`src/rtl/green_cube_pkg.sv`:
```
// Shared types and constants for the green cube player logic.
// Holds the jump state encoding, speed tiers and screen defaults.
package green_cube_pkg;

    typedef enum logic [1:0] {
        GROUND = 2'd0,
        RISE   = 2'd1,
        FALL   = 2'd2,
        DEAD   = 2'd3
    } jump_state_t;

    localparam logic [8:0] TIER1    = 9'd80;
    localparam logic [8:0] TIER2    = 9'd160;
    localparam logic [8:0] TIER3    = 9'd240;
    localparam logic [8:0] TIER_END = 9'd320;

    localparam logic [9:0] DEF_CEILING_Y = 10'd100;
    localparam logic [9:0] DEF_BOTTOM_Y  = 10'd480;
    localparam logic [9:0] DEF_START_Y   = 10'd310;

    // Rising slows down tier by tier: 1, 1/2, 1/4, 1/8 px per clk.
    function automatic logic rise_step(input logic [8:0] tg);
        logic s;
        if (tg < TIER1)
            s = 1'b1;
        else if (tg < TIER2)
            s = ~tg[0];
        else if (tg < TIER3)
            s = (tg[1:0] == 2'b00);
        else
            s = (tg[2:0] == 3'b000);
        return s;
    endfunction

    // Falling speeds up tier by tier: 1/8, 1/4, 1/2, 1 px per clk.
    function automatic logic fall_step(input logic [8:0] tg);
        logic s;
        if (tg < TIER1)
            s = (tg[2:0] == 3'b000);
        else if (tg < TIER2)
            s = (tg[1:0] == 2'b00);
        else if (tg < TIER3)
            s = ~tg[0];
        else
            s = 1'b1;
        return s;
    endfunction

endpackage

```
`src/rtl/player_jump_ctrl_floor_contact.sv`:
```
// Four-floor landing detector with lowest-index priority.
// Also reports whether the floor currently stood on still supports the cube.
module floor_contact
    import green_cube_pkg::*;
#(
    parameter logic [9:0] PLAYER_SIZE = 10'd20,
    parameter logic [9:0] FLOOR_W     = 10'd100
) (
    input  logic [9:0]      player_x,
    input  logic [9:0]      player_y,
    input  logic [3:0][9:0] floor_x,
    input  logic [3:0][9:0] floor_y,
    input  logic [3:0]      enable,
    input  logic [1:0]      ground_idx,
    output logic            contact,
    output logic [1:0]      contact_idx,
    output logic            support
);

    logic [10:0] px_end;
    logic [10:0] py_end;
    logic [3:0]  x_ov;
    logic [3:0]  hit;

    assign px_end = {1'b0, player_x} + {1'b0, PLAYER_SIZE};
    assign py_end = {1'b0, player_y} + {1'b0, PLAYER_SIZE};

    // Per-floor horizontal overlap and exact top-edge touch.
    always_comb begin
        x_ov = '0;
        hit  = '0;
        for (int i = 0; i < 4; i++) begin
            x_ov[i] = enable[i]
                   && (px_end > {1'b0, floor_x[i]})
                   && ({1'b0, player_x} < ({1'b0, floor_x[i]} + {1'b0, FLOOR_W}));
            hit[i]  = x_ov[i] && (py_end == {1'b0, floor_y[i]});
        end
    end

    // Lowest touching floor index wins.
    always_comb begin
        contact     = |hit;
        contact_idx = 2'd0;
        if (hit[0])
            contact_idx = 2'd0;
        else if (hit[1])
            contact_idx = 2'd1;
        else if (hit[2])
            contact_idx = 2'd2;
        else if (hit[3])
            contact_idx = 2'd3;
    end

    assign support = x_ov[ground_idx];

endmodule

```
`src/rtl/player_jump_ctrl.sv`:
```
// Ground/rise/fall/dead vertical controller for the player cube.
// PLAYER_DOUBLE_JUMP_EN adds one mid-air jump per landing.
module player_jump_ctrl
    import green_cube_pkg::*;
#(
    parameter logic [9:0] PLAYER_SIZE = 10'd20,
    parameter logic [9:0] FLOOR_W     = 10'd100,
    parameter logic [9:0] CEILING_Y   = DEF_CEILING_Y,
    parameter logic [9:0] BOTTOM_Y    = DEF_BOTTOM_Y,
    parameter logic [9:0] START_Y     = DEF_START_Y
) (
    input  logic       clk,
    input  logic       rst,
    input  logic       jump,
    input  logic [9:0] player_x,
    input  logic [9:0] floor_pos_x0,
    input  logic [9:0] floor_pos_x1,
    input  logic [9:0] floor_pos_x2,
    input  logic [9:0] floor_pos_x3,
    input  logic [9:0] floor_pos_y0,
    input  logic [9:0] floor_pos_y1,
    input  logic [9:0] floor_pos_y2,
    input  logic [9:0] floor_pos_y3,
    input  logic [3:0] enable,
    output logic [9:0] player_y,
    output logic [8:0] time_gap,
    output logic       hit_ceiling,
    output logic [1:0] state,
    output logic       dead
);

    jump_state_t     st_q, st_d;
    logic [9:0]      y_d;
    logic [8:0]      tg_d;
    logic [1:0]      gi_q, gi_d;
    logic [3:0][9:0] fx, fy;
    logic            contact, support, bottom, dj_ok;
    logic [1:0]      contact_idx;

    assign fx = {floor_pos_x3, floor_pos_x2, floor_pos_x1, floor_pos_x0};
    assign fy = {floor_pos_y3, floor_pos_y2, floor_pos_y1, floor_pos_y0};

    floor_contact #(
        .PLAYER_SIZE(PLAYER_SIZE),
        .FLOOR_W    (FLOOR_W)
    ) u_contact (
        .player_x   (player_x),
        .player_y   (player_y),
        .floor_x    (fx),
        .floor_y    (fy),
        .enable     (enable),
        .ground_idx (gi_q),
        .contact    (contact),
        .contact_idx(contact_idx),
        .support    (support)
    );

    assign bottom = ({1'b0, player_y} + {1'b0, PLAYER_SIZE}) >= {1'b0, BOTTOM_Y};

`ifdef PLAYER_DOUBLE_JUMP_EN
    logic tok_q, tok_d;

    assign dj_ok = jump & tok_q;

    // Token is spent by a mid-air jump and refilled on landing.
    always_comb begin
        tok_d = tok_q;
        if (st_q == FALL && contact)
            tok_d = 1'b1;
        else if (st_q == FALL && dj_ok)
            tok_d = 1'b0;
    end

    // Token register.
    always_ff @(posedge clk) begin
        if (rst)
            tok_q <= 1'b1;
        else
            tok_q <= tok_d;
    end
`else
    assign dj_ok = 1'b0;
`endif

    // Next state, position and phase counter.
    always_comb begin
        st_d = st_q;
        y_d  = player_y;
        tg_d = time_gap;
        gi_d = gi_q;
        unique case (st_q)
            GROUND: begin
                tg_d = '0;
                y_d  = fy[gi_q] - PLAYER_SIZE;
                if (jump) begin
                    st_d = RISE;
                    tg_d = 9'd1;
                end else if (!support) begin
                    st_d = FALL;
                    tg_d = 9'd1;
                end
            end
            RISE: begin
                if (time_gap == TIER_END) begin
                    st_d = FALL;
                    tg_d = 9'd1;
                end else begin
                    tg_d = time_gap + 9'd1;
                    // At the ceiling the floors scroll instead.
                    if (rise_step(time_gap) && player_y != CEILING_Y)
                        y_d = player_y - 10'd1;
                end
            end
            FALL: begin
                if (contact) begin
                    st_d = GROUND;
                    tg_d = '0;
                    gi_d = contact_idx;
                end else if (dj_ok) begin
                    st_d = RISE;
                    tg_d = 9'd1;
                end else if (bottom) begin
                    st_d = DEAD;
                end else begin
                    if (time_gap != TIER_END)
                        tg_d = time_gap + 9'd1;
                    if (fall_step(time_gap))
                        y_d = player_y + 10'd1;
                end
            end
            DEAD: begin
            end
        endcase
    end

    // State registers with synchronous reset.
    always_ff @(posedge clk) begin
        if (rst) begin
            st_q     <= GROUND;
            player_y <= START_Y;
            time_gap <= '0;
            gi_q     <= 2'd0;
        end else begin
            st_q     <= st_d;
            player_y <= y_d;
            time_gap <= tg_d;
            gi_q     <= gi_d;
        end
    end

    assign hit_ceiling = (st_q == RISE) && (player_y == CEILING_Y)
                      && (time_gap != '0) && (time_gap < TIER_END);
    assign state       = st_q;
    assign dead        = (st_q == DEAD);

endmodule
```
`config.mk`:
```
export PLATFORM = sky130hd
export DESIGN_NAME = player_jump_ctrl
export DESIGN_NICKNAME = d
export VERILOG_FILES = /design/src/rtl/green_cube_pkg.sv /design/src/rtl/player_jump_ctrl_floor_contact.sv /design/src/rtl/player_jump_ctrl.sv
export SDC_FILE = /design/constraint.sdc
export NUM_CORES = 1
export LEC_CHECK = 0
export ABC_AREA = 1
export CORE_ASPECT_RATIO = 0.75
export CORE_MARGIN = 2
export CORE_UTILIZATION = 50
export CTS_CLUSTER_SIZE = 12
export DETAILED_ROUTE_END_ITERATION = 12
export HOLD_SLACK_MARGIN = 0.1
export PLACE_DENSITY_LB_ADDON = 0.15
export SLEW_MARGIN = 20
export SYNTH_ARGS = -nofsm -noshare
export SYNTH_HDL_FRONTEND = slang
export SYNTH_SLANG_ARGS = --single-unit
```
`constraint.sdc`:
```
create_clock -name clk -period 3.9 [get_ports clk]
set_input_delay 0.78 -clock clk [delete_from_list [all_inputs] [get_ports clk]]
set_output_delay 0.78 -clock clk [all_outputs]
set_load 0.1 [all_outputs]
```
==> flow_summary.toml, run 1 <==
[floorplanning]
row_count = 34
die_w_um = 129
design.core.area_mm2 = 0.0115
die_height_um = 97.5
i_o_pin_cnt = 120
die_area_mm2 = 0.0125
floorplan.initialDensity = 0.507

[final_layout]
layout.cells.most_common_list = "269 x nand2_1, 140 x inv_1, 115 x clkdlybuf4s50_1, 104 x nor2_1, 93 x ha_1"
layout-drive-gt1-share = 0.0789
layout_commonest_cell = "nand2_1"
insertedDiodeCount = 0
number_of_cells_in_the_finished_layout_apart_from_fillers = 1285
finish.net_count = 1334
post-route-util = 0.654
area_delta_synth_final_pct = 29.1

[pwr]
power_report.internal_total_uw = 1440
clock_power_share = 0.063
power_per_cell_area_mw_per_mm2 = 478
comb_power_share = 0.806
pwr-share-seq = 0.131
max-vdd-ir-drop_v = 0.000560
switching_power_uw = 2150
netSwitchingFraction = 0.598
power_leakage_uw = 0.00393

[clock_tree]
clkTransAtPathRegs_ns = 0.06
cts.sinks = 23
cts_root_buffer = "clkbuf_16"
clk-insertion-delay-late_ns = 0.26
cts_max_path_buffers = 2
cts_inserted_buffers = 3
htreeDepth = 1
postCtsHoldBufs = 0
cts_tree = "built"

[synthesis]
dominant_combinational_cell_family_by_area_after_synthesis = "simple AND/OR/NAND/NOR gates"
netlist-cell-type-count = 45
synth_compound_area_frac = 0.116
flop_and_latch_count_out_of_synthesis = 23
synth_cells = 995
xor_and_xnor_area_share_after_synthesis = 0.0858
synth-edff-count = 0
adder_and_majority_cell_fraction_of_the_synthesized_area = 0.205
post_synth_main_area_contributors = "ha_1 20%, nand2_1 17%, inv_1 9.0%, dfxtp_1 7.9%, nand3_1 7.3%"
post-synth-top-area-cell = "ha_1"
synthesis.area_per_instance_um2 = 5.85
yosys_most_used_dff = "dfxtp_1"
yosysWarnings = 0
post-synth-top-area-fraction = 0.202
synth_simple_gate_area_share = 0.405
synth_mux_area_frac = 0
synth.cell_area_mm2 = 0.00582
synth_sequential_area_ratio = 0.0791
asyncSetResetFlopFracSynth = 0
mappedNetlistNets = 1187

[worst_setup_path]
cpPeakStageDelay_ns = 0.45
rr_worst_depth = 14
endpoint = "player_y[0]"
regToRegStartpoint = "player_y[2]"
startpoint = "player_x[2]"
crit-reg2reg-capture = "time_gap[3]"
cpMostUsedCell = "nand2_2"
cp-start-kind = "input port"
critPathRequiredTime_ns = 4.05
timing.setup.critical_path_class = "input port to register"
end_kind = "register"
worstPathCellList = "clkdlybuf4s50_1, ha_2, nor2_2, nor2_2, xor2_2, buf_4, ha_1, nand2_1, nor2_1, nand3_1, nand2_1, o21bai_1, nor2_1, nand2_2, nand2_4, nor2_8, nand2_2, nand2_2, nand2_2, buf_4, o21ai_1, nor2_1"
path_max_fanout = 8
reg2reg_slack_ns = 1.08
arrival_ns = 3.77
critPathSlowestCell = "clkdlybuf4s50_1"

[detailed_routing]
via_count = 6716
remaining_design_rule_violation_count = 0
avgRoutedWirePerCell_um = 13.7
finalWirelength_mm = 17.6
detailedRoute.firstPassIterationCount = 5
ant_nets = 0
detail_route.vias_per_cell = 5.23
first_iter_violations = 534

[placement]
gp_routability_congestion = 0.978
placed_instances = 1281
numPortBuffers = 119
detailedPlacementHpwl_mm = 14.6

[worst_hold_path]
holdCritPathClass = "register to register"

[sta]
fmax_mhz = 276
fin_worst_skew_ns = 0.00366
period_minus_slack_ns = 3.62
count_of_final_max_slew_check_failures = 0
setup-violations-final = 0
worstMarginPinSlew_ns = 0.994
sum_neg_setup_slack_ns = 0
finalHoldViolCount = 0
grt_setup_unrepaired = "no"
final.period_utilization = 0.928
worst_slew_margin_rel = 0.335

[job]
cap_violations = 0

[grt]
antenna_found_initial = 0
largest_net_degree_at_the_start_of_global_routing = 28
grt_pass1_vias = 5971
first_pass_grt_wire_length_mm = 28.7
grt_overflow_total = 0
grt_util_all_layers = 0.279

[status]
status = "finished, final reports clean"
cell families (layout without fill, tap and decap cells):
kind of cell / Yosys count / count (layout)
AO/OA/AOI/OAI: 120 / 120
adder cells (fa/ha/maj): 95 / 95
XOR/XNOR: 57 / 57
AND/OR/NAND/NOR: 537 / 537
flip-flops: 23 / 23
buffers and inverters: 163 / 309
metrics by stage:
stage	hold WS, ns	total power [µW]	cell area, µm²	worst slack [ns]
2_1_floorplan	0.642	2600	5830	0.0754
3_3_place_gp	0.539	3310	7400	-0.0280
3_5_place_dp	0.550	3330	7400	-0.0701
4_1_cts	0.563	3570	7480	0.189
5_1_grt	0.601	3950	7520	0.00672
6_report	0.559	3590	7520	0.281
Yosys cell counts (3+ instances only):
| library cell | count |
|---|---|
| nor2_2 | 3 |
| nand2_1 | 269 |
| nand4_1 | 19 |
| nand3_2 | 3 |
| nand2_4 | 5 |
| nor2_1 | 108 |
| buf_2 | 4 |
| o21ai_0 | 36 |
| nor4_1 | 4 |
| nand3b_1 | 9 |
| xor2_1 | 42 |
| inv_2 | 6 |
| clkbuf_1 | 8 |
| nor3_1 | 9 |
| a21o_1 | 7 |
| a21oi_1 | 54 |
| o211ai_1 | 6 |
| nand2_2 | 16 |
| nand3_1 | 85 |
| dfxtp_1 | 23 |
| xnor2_1 | 15 |
| o22ai_1 | 3 |
| ha_1 | 94 |
| inv_1 | 140 |
power groups by stage:
stage / Clock (µW) / Sequential (µW) / Combinational (µW)
after floorplan: 0 / 928 / 1670
after detailed placement: 0 / 474 / 2860
after CTS: 226 / 470 / 2880
after global placement: 0 / 475 / 2830
final: 226 / 472 / 2900
after global routing: 236 / 488 / 3230
flip-flops by register name (all words and copies together), names as in the netlist:
name      cells
state         2
gi_q          2
time_gap      9
player_y     10
critical path: cells and delay by family:
family | cells | cell delay, ns
AND/OR/NAND/NOR | 14 | 1.28
buffers and inverters | 3 | 0.78
adder cells (fa/ha/maj) | 2 | 0.50
AO/OA/AOI/OAI | 2 | 0.21
XOR/XNOR | 1 | 0.18
layout make-up:
| cell class | instances | area (µm²) |
|---|---|---|
| Timing Repair Buffer | 158 | 1480 |
| Fill cell | 1106 | 3970 |
| Sequential cell | 23 | 460 |
| Multi-Input combinational cell | 809 | 4770 |
| Inverter | 147 | 552 |
| Tap cell | 144 | 180 |
| Clock buffer | 4 | 78.8 |
timing repair:
action | in CTS | in global routing
setup endpoints to repair | 0 | 17
resized for setup | 0 | 9
buffers inserted | 0 | 0
routing by layer:
metal / vias to the layer above / share of wire / GRT usage / wire length (µm)
met4: 0 / 0.0027 / 0.0226 / 48
met1: 2967 / 0.54 / 0.450 / 9430
met5: - / 0 / 0 / 0
li1: 3525 / - / - / -
met3: 4 / 0.073 / 0.0264 / 1280
met2: 220 / 0.39 / 0.410 / 6810
how the worst min path moves through the flow:
stage                 from     endpoint  slack [ns]  cells after the start
6_report       time_gap[1]  time_gap[1]        0.56                      2
5_1_grt        time_gap[1]  time_gap[1]        0.60                      2
4_1_cts        time_gap[1]  time_gap[1]        0.56                      2
3_5_place_dp   time_gap[1]  time_gap[1]        0.55                      2
3_3_place_gp   time_gap[1]  time_gap[1]        0.54                      2
2_1_floorplan      gi_q[1]      gi_q[1]        0.64                      3
Power figures use the tool's default switching activity.
==> inputs of run 2 (changes only) <==
ABC_AREA = not set   (was 1)
CELL_PAD_IN_SITES_DETAIL_PLACEMENT = 1   (was not set)
CELL_PAD_IN_SITES_GLOBAL_PLACEMENT = 1   (was not set)
CORE_UTILIZATION = 39   (was 50)
==> run 2 against run 1 <==
  * Worst setup slack worse by 0.27 ns
  * Global-route usage is 1.5 points higher
  * Power is 2.0% lower
  * Sequential share of layout area fell by 0.28 points
  * Largest power group unchanged
  * Highest routed layer unchanged
==> flow_summary.toml, run 2 <==
[status]
status = "finished, final reports clean"

[detailed_routing]
finalWirelength_mm = 22.5
avgRoutedWirePerCell_um = 21.0
first_iter_violations = 377
via_count = 6365
detail_route.vias_per_cell = 5.95
ant_nets = 0
remaining_design_rule_violation_count = 0
detailedRoute.firstPassIterationCount = 5

[sta]
fmax_mhz = 257
final.period_utilization = 0.998
worstMarginPinSlew_ns = 0.983
count_of_final_max_slew_check_failures = 0
period_minus_slack_ns = 3.89
finalHoldViolCount = 0
worst_slew_margin_rel = 0.342
setup-violations-final = 0
fin_worst_skew_ns = 0.00254

[worst_hold_path]
holdCritPathClass = "register to register"
min-delay-start = "time_gap[1]"
whs_endpoint = "time_gap[1]"
worstHoldPathCells = 2

[placement]
place_area_mm2 = 0.00735
gp_routability_congestion = 0.925
numPortBuffers = 119
detailedPlacementHpwl_mm = 18.2

[clock_tree]
htreeDepth = 1
cts_tree = "built"
cts_root_buffer = "clkbuf_16"
cts_inserted_buffers = 3
postCtsHoldBufs = 0
cts_max_path_buffers = 2
clk-insertion-delay-late_ns = 0.26
clkTransAtPathRegs_ns = 0.07
cts.sinks = 23

[worst_setup_path]
path_max_fanout = 8
critPathSlowestCell = "clkdlybuf4s50_1"
reg2reg_slack_ns = 0.38
end_kind = "register"
timing.setup.critical_path_class = "input port to register"
critPathRequiredTime_ns = 4.07
regToRegStartpoint = "player_y[3]"
crit-reg2reg-capture = "player_y[0]"
cp-start-kind = "input port"
arrival_ns = 4.06
cpMostUsedCell = "nor2_1"
worstPathCellList = "clkdlybuf4s50_1, buf_4, nand3_1, and3_4, nor3_4, xnor2_1, ha_2, nor2_1, a41o_1, a22o_1, nand4_1, o21ai_4, buf_6, o31ai_2, nor2_1, a211oi_1"
rr_worst_depth = 12
cpPeakStageDelay_ns = 0.48

[synthesis]
yosysWarnings = 0
synth_cells = 704
synth_sequential_area_ratio = 0.0839
synthesis.area_per_instance_um2 = 7.80
post-synth-top-area-cell = "ha_1"
post-synth-top-count-cell = "ha_1"
netlist-cell-type-count = 77
mappedNetlistNets = 896
yosys_most_used_dff = "dfxtp_1"
asyncSetResetFlopFracSynth = 0
post_synth_main_area_contributors = "ha_1 21%, xnor2_1 8.8%, dfxtp_1 8.4%, xor2_1 4.8%, inv_1 4.4%"
post-synth-top-area-fraction = 0.214
synth_common_cells = "94 x ha_1, 65 x inv_1, 55 x xnor2_1, 51 x nor2_1, 44 x a21oi_1"
synth-edff-count = 0
synth.cell_area_mm2 = 0.00549
flop_and_latch_count_out_of_synthesis = 23

[final_layout]
reg_top3 = "player_y (10), time_gap (9)"
stdcell_area_mm2 = 0.00788
area_delta_synth_final_pct = 43.5
layout_commonest_cell = "clkdlybuf4s50_1"
max_flop_register = "player_y"
layout.cells.most_common_list = "99 x clkdlybuf4s50_1, 90 x buf_4, 89 x ha_1, 65 x inv_1, 53 x xnor2_1"
finish.net_count = 1088
largest_register_ff_count = 10
layout-drive-gt1-share = 0.193
insertedDiodeCount = 0

[pwr]
design_power_total_uw = 3520
power_per_cell_area_mw_per_mm2 = 447
clock_power_share = 0.066
switching_power_uw = 1980
power_leakage_uw = 0.00341
max-vdd-ir-drop_v = 0.000262
comb_power_share = 0.808
power_report.internal_total_uw = 1550
pwr-share-seq = 0.126
netSwitchingFraction = 0.561

[floorplanning]
die_height_um = 107
die_area_mm2 = 0.0150
i_o_pin_cnt = 120
row_count = 37
floorplan.initialDensity = 0.399
design.core.area_mm2 = 0.0137
die_w_um = 141

[job]
cap_violations = 0

[grt]
largest_net_degree_at_the_start_of_global_routing = 21
grt_overflow_total = 0
grt_pass1_vias = 6670
antenna_found_initial = 0
first_pass_grt_wire_length_mm = 35.3
grt_util_all_layers = 0.293
-- run 2: cell count changes after synthesis, sizes merged, moves of 11 or more --
cell / change
nand2: -249
inv: -81
nor2: -60
nand3: -58
xnor2: +40
a211oi: +19
mux2i: +11
nor2b: +11
xor2: -11
-- run 2: kinds of logic (layout without fill, tap and decap cells) --
logic type / Yosys count / count (layout) / share of synthesized area
multiplexers: 22 / 22 / 0.0632
flip-flops: 23 / 23 / 0.0839
AO/OA/AOI/OAI: 185 / 185 / 0.238
buffers and inverters: 87 / 278 / 0.0618
AND/OR/NAND/NOR: 204 / 204 / 0.188
adder cells (fa/ha/maj): 95 / 95 / 0.218
XOR/XNOR: 88 / 88 / 0.147
-- run 2: layout make-up --
cell class / instances / area [µm²]
fill: 1666 / 5870
inverter: 66 / 248
multi-input combinational: 594 / 4990
clock inverter: 1 / 5.00
clock buffer: 3 / 75.1
sequential: 23 / 460
tap: 175 / 219
timing repair buffer: 208 / 1880
-- run 2: worst max path at each step --
stage,slack [ns],to,start
detailed placement,-0.68,time_gap[8],player_x[2]
global route,-0.09,state[0],floor_pos_x0[2]
CTS,-0.02,player_y[0],player_x[4]
floorplan,0.18,hit_ceiling,time_gap[0]
finish,0.006,state[0],floor_pos_x0[2]
global placement,-0.49,time_gap[6],player_x[2]
-- run 2: critical path: cells and delay by family --
kind	cells	cell delay (ns)
buffers and inverters	3	0.77
xor gates and xnor gates	1	0.09
adders and majority gates	1	0.33
AOI/OAI and AO/OA	5	1.25
and+or+nand+nor	6	0.82
-- run 2: what timing repair did --
| item | CTS | global route |
|---|---|---|
| endpoints found under the setup margin | 21 | 22 |
| gates resized for setup | 27 | 62 |
| buffers inserted | 7 | 9 |
| pin swaps | 11 | 37 |
-- run 2: power groups by stage --
stage | clock, µW | sequential (µW) | combinational (µW)
after floorplan | 0 | 740 | 1550
after global placement | 0 | 435 | 2550
after detailed placement | 0 | 445 | 2670
after CTS | 233 | 441 | 2730
after global routing | 243 | 455 | 3060
final | 232 | 443 | 2850
-- run 2: through the flow --
stage | utilization | std cells | TNS (ns) | setup slack, ns | hold slack, ns
after floorplan | - | 704 | 0 | 0.184 | 0.788
after global placement | 0.535 | 1050 | -8.73 | -0.493 | 0.538
after detailed placement | 0.535 | 1050 | -11.90 | -0.679 | 0.540
after CTS | 0.553 | 1061 | -0.0945 | -0.0232 | 0.553
after global routing | 0.573 | 1070 | -0.308 | -0.0866 | 0.593
final | 0.573 | 1070 | 0 | 0.00631 | 0.555
-- run 2: per-layer routing --
metal | GRT usage | vias up | wire (µm)
met4 | 0.0321 | 0 | 172
li1 | - | 2983 | -
met5 | 0 | - | 0
met2 | 0.489 | 207 | 10300
met1 | 0.423 | 3155 | 10800
met3 | 0.0317 | 20 | 1270
